`config.mk`:
```
export PLATFORM = sky130hd
export DESIGN_NAME = wb_bootrom_arbiter
export DESIGN_NICKNAME = d
export VERILOG_FILES = /design/src/rtl/wb_bootrom_arbiter.sv
export SDC_FILE = /design/constraint.sdc
export NUM_CORES = 1
export LEC_CHECK = 0
export ABC_AREA = 1
export ABC_CLOCK_PERIOD_IN_PS = 2750
export BUFFER_PORTS_ARGS = -buffer_cell sky130_fd_sc_hd__buf_2
export CORE_AREA = 2 2 122 124
export CTS_CLUSTER_SIZE = 24
export DETAILED_ROUTE_END_ITERATION = 7
export DIE_AREA = 0 0 124 126
export PLACE_DENSITY = 0.46
export SLEW_MARGIN = 15
export SYNTH_ARGS = -nofsm -noshare
export SYNTH_HDL_FRONTEND = slang
export SYNTH_SLANG_ARGS = --single-unit
```
`constraint.sdc`:
```
create_clock -name wb_clk_i -period 2.75 [get_ports wb_clk_i]
set_input_delay 0.4125 -clock wb_clk_i [delete_from_list [all_inputs] [get_ports wb_clk_i]]
set_output_delay 0.4125 -clock wb_clk_i [all_outputs]
set_load 0.02 [all_outputs]
```
`src/rtl/wb_bootrom_arbiter.sv`:
```
// rtl/wb_bootrom_arbiter.sv - two-master Wishbone arbiter in front of the boot ROM, with wait timeout
// Optional macro WB_BOOTROM_ARB_RR_EN: round-robin on simultaneous requests (default: m1 wins ties).
module wb_bootrom_arbiter #(
  parameter int TIMEOUT = 255
) (
  input  logic        wb_clk_i,
  input  logic        wb_rst_i,
  input  logic [31:0] m0_adr_i,
  input  logic        m0_cyc_i,
  input  logic        m0_stb_i,
  input  logic        m0_we_i,
  input  logic [3:0]  m0_sel_i,
  input  logic [31:0] m0_dat_i,
  output logic [31:0] m0_dat_o,
  output logic        m0_ack_o,
  output logic        m0_err_o,
  input  logic [31:0] m1_adr_i,
  input  logic        m1_cyc_i,
  input  logic        m1_stb_i,
  input  logic        m1_we_i,
  input  logic [3:0]  m1_sel_i,
  input  logic [31:0] m1_dat_i,
  output logic [31:0] m1_dat_o,
  output logic        m1_ack_o,
  output logic        m1_err_o,
  output logic [31:0] s_adr_o,
  output logic        s_cyc_o,
  output logic        s_stb_o,
  output logic        s_we_o,
  output logic [3:0]  s_sel_o,
  output logic [31:0] s_dat_o,
  input  logic [31:0] s_dat_i,
  input  logic        s_ack_i,
  input  logic        s_err_i
);

  typedef enum logic [1:0] {IDLE, BUSY, ABORT} state_t;

  localparam logic [15:0] TIMEOUT_LAST = 16'(TIMEOUT - 1);

  state_t      state_q, state_d;
  logic        grant_q, grant_d;
  logic [15:0] cnt_q, cnt_d;

  logic req0, req1;
  logic g_cyc, g_stb;
  logic busy;
  logic timeout;

  assign req0  = m0_cyc_i & m0_stb_i;
  assign req1  = m1_cyc_i & m1_stb_i;
  assign g_cyc = grant_q ? m1_cyc_i : m0_cyc_i;
  assign g_stb = grant_q ? m1_stb_i : m0_stb_i;
  assign busy  = (state_q == BUSY);

  // Abort fires on the wait cycle where the counter has reached its last allowed value.
  assign timeout = busy & g_stb & ~s_ack_i & ~s_err_i & (cnt_q == TIMEOUT_LAST);

  assign m0_dat_o = s_dat_i;
  assign m1_dat_o = s_dat_i;
  assign m0_ack_o = busy & ~grant_q & s_ack_i;
  assign m1_ack_o = busy &  grant_q & s_ack_i;
  assign m0_err_o = busy & ~grant_q & (s_err_i | timeout);
  assign m1_err_o = busy &  grant_q & (s_err_i | timeout);

  assign s_cyc_o = busy & g_cyc;
  assign s_stb_o = busy & g_stb;

  // Slave address/data/control mux: granted master while busy, otherwise m0.
  always_comb begin
    s_adr_o = m0_adr_i;
    s_we_o  = m0_we_i;
    s_sel_o = m0_sel_i;
    s_dat_o = m0_dat_i;
    if (busy && grant_q) begin
      s_adr_o = m1_adr_i;
      s_we_o  = m1_we_i;
      s_sel_o = m1_sel_i;
      s_dat_o = m1_dat_i;
    end
  end

  // Next-state logic: arbitration in IDLE, wait counting in BUSY, drain in ABORT.
  always_comb begin
    state_d = state_q;
    grant_d = grant_q;
    cnt_d   = cnt_q;
    case (state_q)
      IDLE: begin
        if (req0 || req1) begin
          state_d = BUSY;
          cnt_d   = 16'd0;
`ifdef WB_BOOTROM_ARB_RR_EN
          if (req0 && req1) grant_d = ~grant_q;
          else              grant_d = req1;
`else
          grant_d = req1;
`endif
        end
      end
      BUSY: begin
        if (g_stb && !s_ack_i && !s_err_i) cnt_d = cnt_q + 16'd1;
        else                               cnt_d = 16'd0;
        if (!g_cyc) begin
          state_d = IDLE;
        end else if (timeout) begin
          state_d = ABORT;
          cnt_d   = 16'd0;
        end
      end
      ABORT: begin
        if (!g_cyc) state_d = IDLE;
      end
      default: state_d = IDLE;
    endcase
  end

  // State, grant and wait counter registers with synchronous reset.
  always_ff @(posedge wb_clk_i) begin
    if (wb_rst_i) begin
      state_q <= IDLE;
      grant_q <= 1'b1;
      cnt_q   <= 16'd0;
    end else begin
      state_q <= state_d;
      grant_q <= grant_d;
      cnt_q   <= cnt_d;
    end
  end

endmodule

```
======== Yosys cells after proc, flatten, opt, wreduce, memory -nomap -nowiden ========
Cells that the tools add are included.
word-level totals
  register bits ........................... 19
  bits in latches ......................... 0
  RAM bits ................................ 0
  memory bits (read-only) ................. 0
  input bits .............................. 178
  output and inout bits ................... 139
  word-level logic and storage cells ...... 54
  memories kept ........................... 0
cells by class
  add/subtract/negate cells ............... 1
  $mul .................................... 0
  divide/modulo/power cells ............... 0
  order comparisons ....................... 0
  equality and inequality tests ........... 6
  shift-type cells ........................ 0
  multiplexer cells ....................... 16
  bitwise logic cells ..................... 17
  reductions and logical operators ........ 11
operator list
  kind                     count
  $mux W16                 4
  $mux W32                 2
  $pmux W16 S2             1
  $add A16 B1 Y16 const B  1
  $eq A16 B8 Y1 const B    1
  $and A1 B1 Y1            13
  $mux W2                  4
  $pmux W2 S3              1
  $mux W4                  1
  $ne A2 B2 Y1 const B     2
  $reduce_and A2 Y1        2
  $logic_and A1 B1 Y1      3
  $mux W1                  3
  $ne A3 B2 Y1 const B     1
  $not A1 Y1               3
  $reduce_and A3 Y1        1
  $eq A2 B1 Y1 const B     1
  $eq A2 B2 Y1 const B     1
  $logic_not A1 Y1         2
  $logic_not A2 Y1         1
  $reduce_bool A2 Y1       1
  $logic_or A1 B1 Y1       1
  $or A1 B1 Y1             1

======== Depth between registers and ports, before layout ========
  depth after elaboration ................. 8
  gate-level depth with buffers ........... 9

======== Worst setup path before layout ========
Ideal clock, no wire load.
  path kind ............................... register -> output
  start ................................... register state_q[0]
  end ..................................... output port m0_err_o
  data arrival time ....................... 1.343 ns
  required time ........................... 2.338 ns
  path slack .............................. 0.995 ns
  stages on the path, launching flop included .. 8
  cells stage by stage .................... dfxtp_1 -> inv_2 -> nor2_4 -> nand3_1 -> inv_1 -> buf_2 -> nand3_1 -> a21oi_1
on the way
  longest elaborated chain between the ends .. 7
ends and longest elaborated chain
  item                         RTL line  source
  from (decl)                  41        state_t state_q, state_d;
  from (signal assigned)       125       state_q <= state_d;
  $eq A2 B1 Y1 *               54        assign busy = (state_q == BUSY);
  $and A1 B1 Y1 (4 in series)  57        assign timeout = busy & g_stb & ~s_ack_i & ~s_err_i & (cnt_q == TIMEOUT_LAST);
  $or A1 B1 Y1                 63        assign m0_err_o = busy & ~grant_q & (s_err_i | timeout);
  $and A1 B1 Y1 *              63
  to (decl)                    16        output logic m0_err_o,
Every way passes the cells marked *; elsewhere a longest branch is shown, timed or not.

======== Worst setup path after layout ========
  start ................................... register state_q[1]
  end ..................................... output port s_adr_o[16]
on the way
  longest elaborated chain between the ends .. 3
ends and longest elaborated chain
  item                 RTL line  source
  $eq A2 B1 Y1         54
  $logic_and A1 B1 Y1  75        if (busy && grant_q) begin
  $mux W32             75
  to (decl)            26        output logic [31:0] s_adr_o,
Every way passes these cells.

==> run metrics <==
Synth Register Bits 19; Final Instance Area about 3400 um2; CTS tree yes; antenna-violating nets left 0; drt drc 0; Hold Path Stages 2; Post-Route Utilization 0.238; Layout area overhead 36.0%; Synth Net Count approximately 530; filler instances 1,603; initial core utilization 0.175; synthesized area 2510 um2; RSZ-0062 raised after global routing no; Startpoint Class flop; number of global-route vias before repair 2,803; Async S/R FF share, synth 0; core footprint between 10,000 and 15,000 um2; Synth Warn # 0; critical path launch point state_q[1]$_SDFFE_PP0P_; worst path cell trace nor2_4 -> nand2_2 -> buf_4 -> mux2_1 -> buf_2; register area 380 um2; GRT Util Overall 0.148; Min Hold Slack 465 ps; R2R depth 9; Achievable Freq ~450 MHz; Hold Startpoint wb_rst_i; endpoints failing setup 0; Final Skew 3.38 ps; diodes inserted 0; max-cap viol count 0; I/O pins 317; Clock Latency Late Sink 250 ps; worst endpoint required time ~2300 ps; leak pwr approximately 1.8 nW; reg-to-reg slack, setup around 1200 ps; First-pass DRT Iterations 4; FP Rows 44; slowest CP cell mux2_1; Post-synth EDFFs 0; CP Data Arrival Time 1830 ps; Num CTS Buffers 3; total negative slack 0 ps; Top FF cell, synth dfxtp_1; clk sink count 19; top cells by area, synth mux2_1, buf_4, dfxtp_1, nand2_1, nand3_1; origin of the critical flop-to-flop path cnt_q[0]$_SDFFE_PP0P_; outcome completed; kind of end point of the critical path primary output; Mean Syn Cell Area 7.27 um2; CP max stage delay 450 ps; die area roughly 16,000 um2; crit path max fanout 30; DP Area 3330 um2; Total Wirelength between 10,000 and 15,000 um; Clock transition at path regs approximately 60 ps; routed via count around 2,800; Worst-Margin Slew 759 ps; global-route wire length before repair 16,900 um; gpl congestion 0.926; DIE HEIGHT 126 um; per-cell routed wire length 18.2 um; leading area contributor after synthesis mux2_1; iteration-0 DRC count of the detailed router 131; maximum vdd drop 0.191 mV; endpoints failing hold 0; max-slew violations 0; PortBufs between 200 and 250; initial antenna violation count 2; register area share after synthesis 0.152; Hold Crit Class in -> reg; post-CTS resize count 0; root buf cell clkbuf_16; fin crit share 0.817; post-CTS setup buffers 0; GRT overflow 0; Slew headroom 0.490; CTS H-tree depth 1; multi-input logic area between 1000 and 1500 um2; Via density 4.15; PwrDens between 300 and 400 nW/um2; detailed placement HPWL 11,100 um; Post-Syn Instances 345; WS Path Type reg -> out; share of cells above drive strength 1 0.468; Synth top area share 0.305; Distinct cells, synth 24; CTS Buffer Depth 2; minimum clock period after layout 2250 ps; Layout Nets 679; CTS Hold Bufs 0; Chip Width 124 um; pin count of the biggest net entering global routing 42
stage by stage:
stage | setup WS, ps | total power [W] | instances
after floorplan | 995 | 0.000725 | 345
after global placement | 804 | 0.000851 | 678
after detailed placement | 778 | 0.000851 | 678
after CTS | 496 | 0.00116 | 682
after global routing | 425 | 0.00120 | 682
final | 504 | 0.00115 | 682
layout by cell type, fill, tap and decap left out, drive strengths merged:
cell type and n:
buf 223, mux2 69, nand2 62, nor2 32, inv 28, nand3 25
dfxtp 19, a21oi 14, o21ai 6, nand4 3, xor2 3, clkbuf 3
nor3 2, o21bai 2, a21o 2, ha 2, nand3b 1, o211ai 1
clkinv 1
routing by layer:
metal | global-route usage | share of wire | wire length, um | up-vias
li1 | - | - | - | 1377
met1 | 0.193 | 0.42 | 5240 | 1268
met2 | 0.239 | 0.45 | 5550 | 169
met3 | 0.0521 | 0.12 | 1500 | 13
met4 | 0.0251 | 0.0093 | 115 | 4
met5 | 0 | 0.0017 | 21 | -
sequential cells by signal (all words and copies together) (netlist names):
register / cells
cnt_q: 16
state_q: 2
grant_q: 1
synthesized netlist by cell type (2+ instances only):
library cell and count:
o21ai_0 5, ha_1 2, inv_2 3, nand2_1 61, inv_1 25, a21oi_1 14, nor3_1 2, nand4_1 3
buf_2 8, a21o_1 2, nand3_1 25, dfxtp_1 19, nor2_1 31, mux2_1 68, xor2_1 3, buf_4 65
o21bai_1 2
report_power, final:
group | internal (W) | total [W] | switching [W]
clock | 0.000195 | 0.000308 | 0.000113
sequential | 0.000278 | 0.000282 | 0.00000373
combinational | 0.000222 | 0.000558 | 0.000336
cell type report:
type,instances,area share
clock buffers,3,0.0220
clock inverters,1,0.00147
inverters,28,0.0308
multi-input cells,224,0.437
flip-flops and latches,19,0.112
well taps,184,0.0675
repair buffers,223,0.330
worst max-delay path: cells and delay by family (launching register included):
kind          cells  cell delay [ps]
buf+inv           2              550
flops             1              420
simple gates      2              160
mux               1              450
path summary, 6_finish.rpt:
path                       endpoint
min reg2reg  cnt_q[14]$_SDFFE_PP0P_
max reg2reg   cnt_q[8]$_SDFFE_PP0P_
max                     s_adr_o[16]
min          cnt_q[14]$_SDFFE_PP0P_
logic make-up after synthesis:
| kind of cell | Yosys count | share of synthesized area |
|---|---|---|
| and+or+nand+nor | 125 | 0.209 |
| buffers and inverters | 102 | 0.254 |
| muxes | 69 | 0.310 |
| AOI/OAI and AO/OA | 25 | 0.0549 |
| DFF | 19 | 0.152 |
| xor gates and xnor gates | 3 | 0.0105 |
| adders and majority gates | 2 | 0.00998 |
No activity file was read; power rests on OpenSTA's default activity.
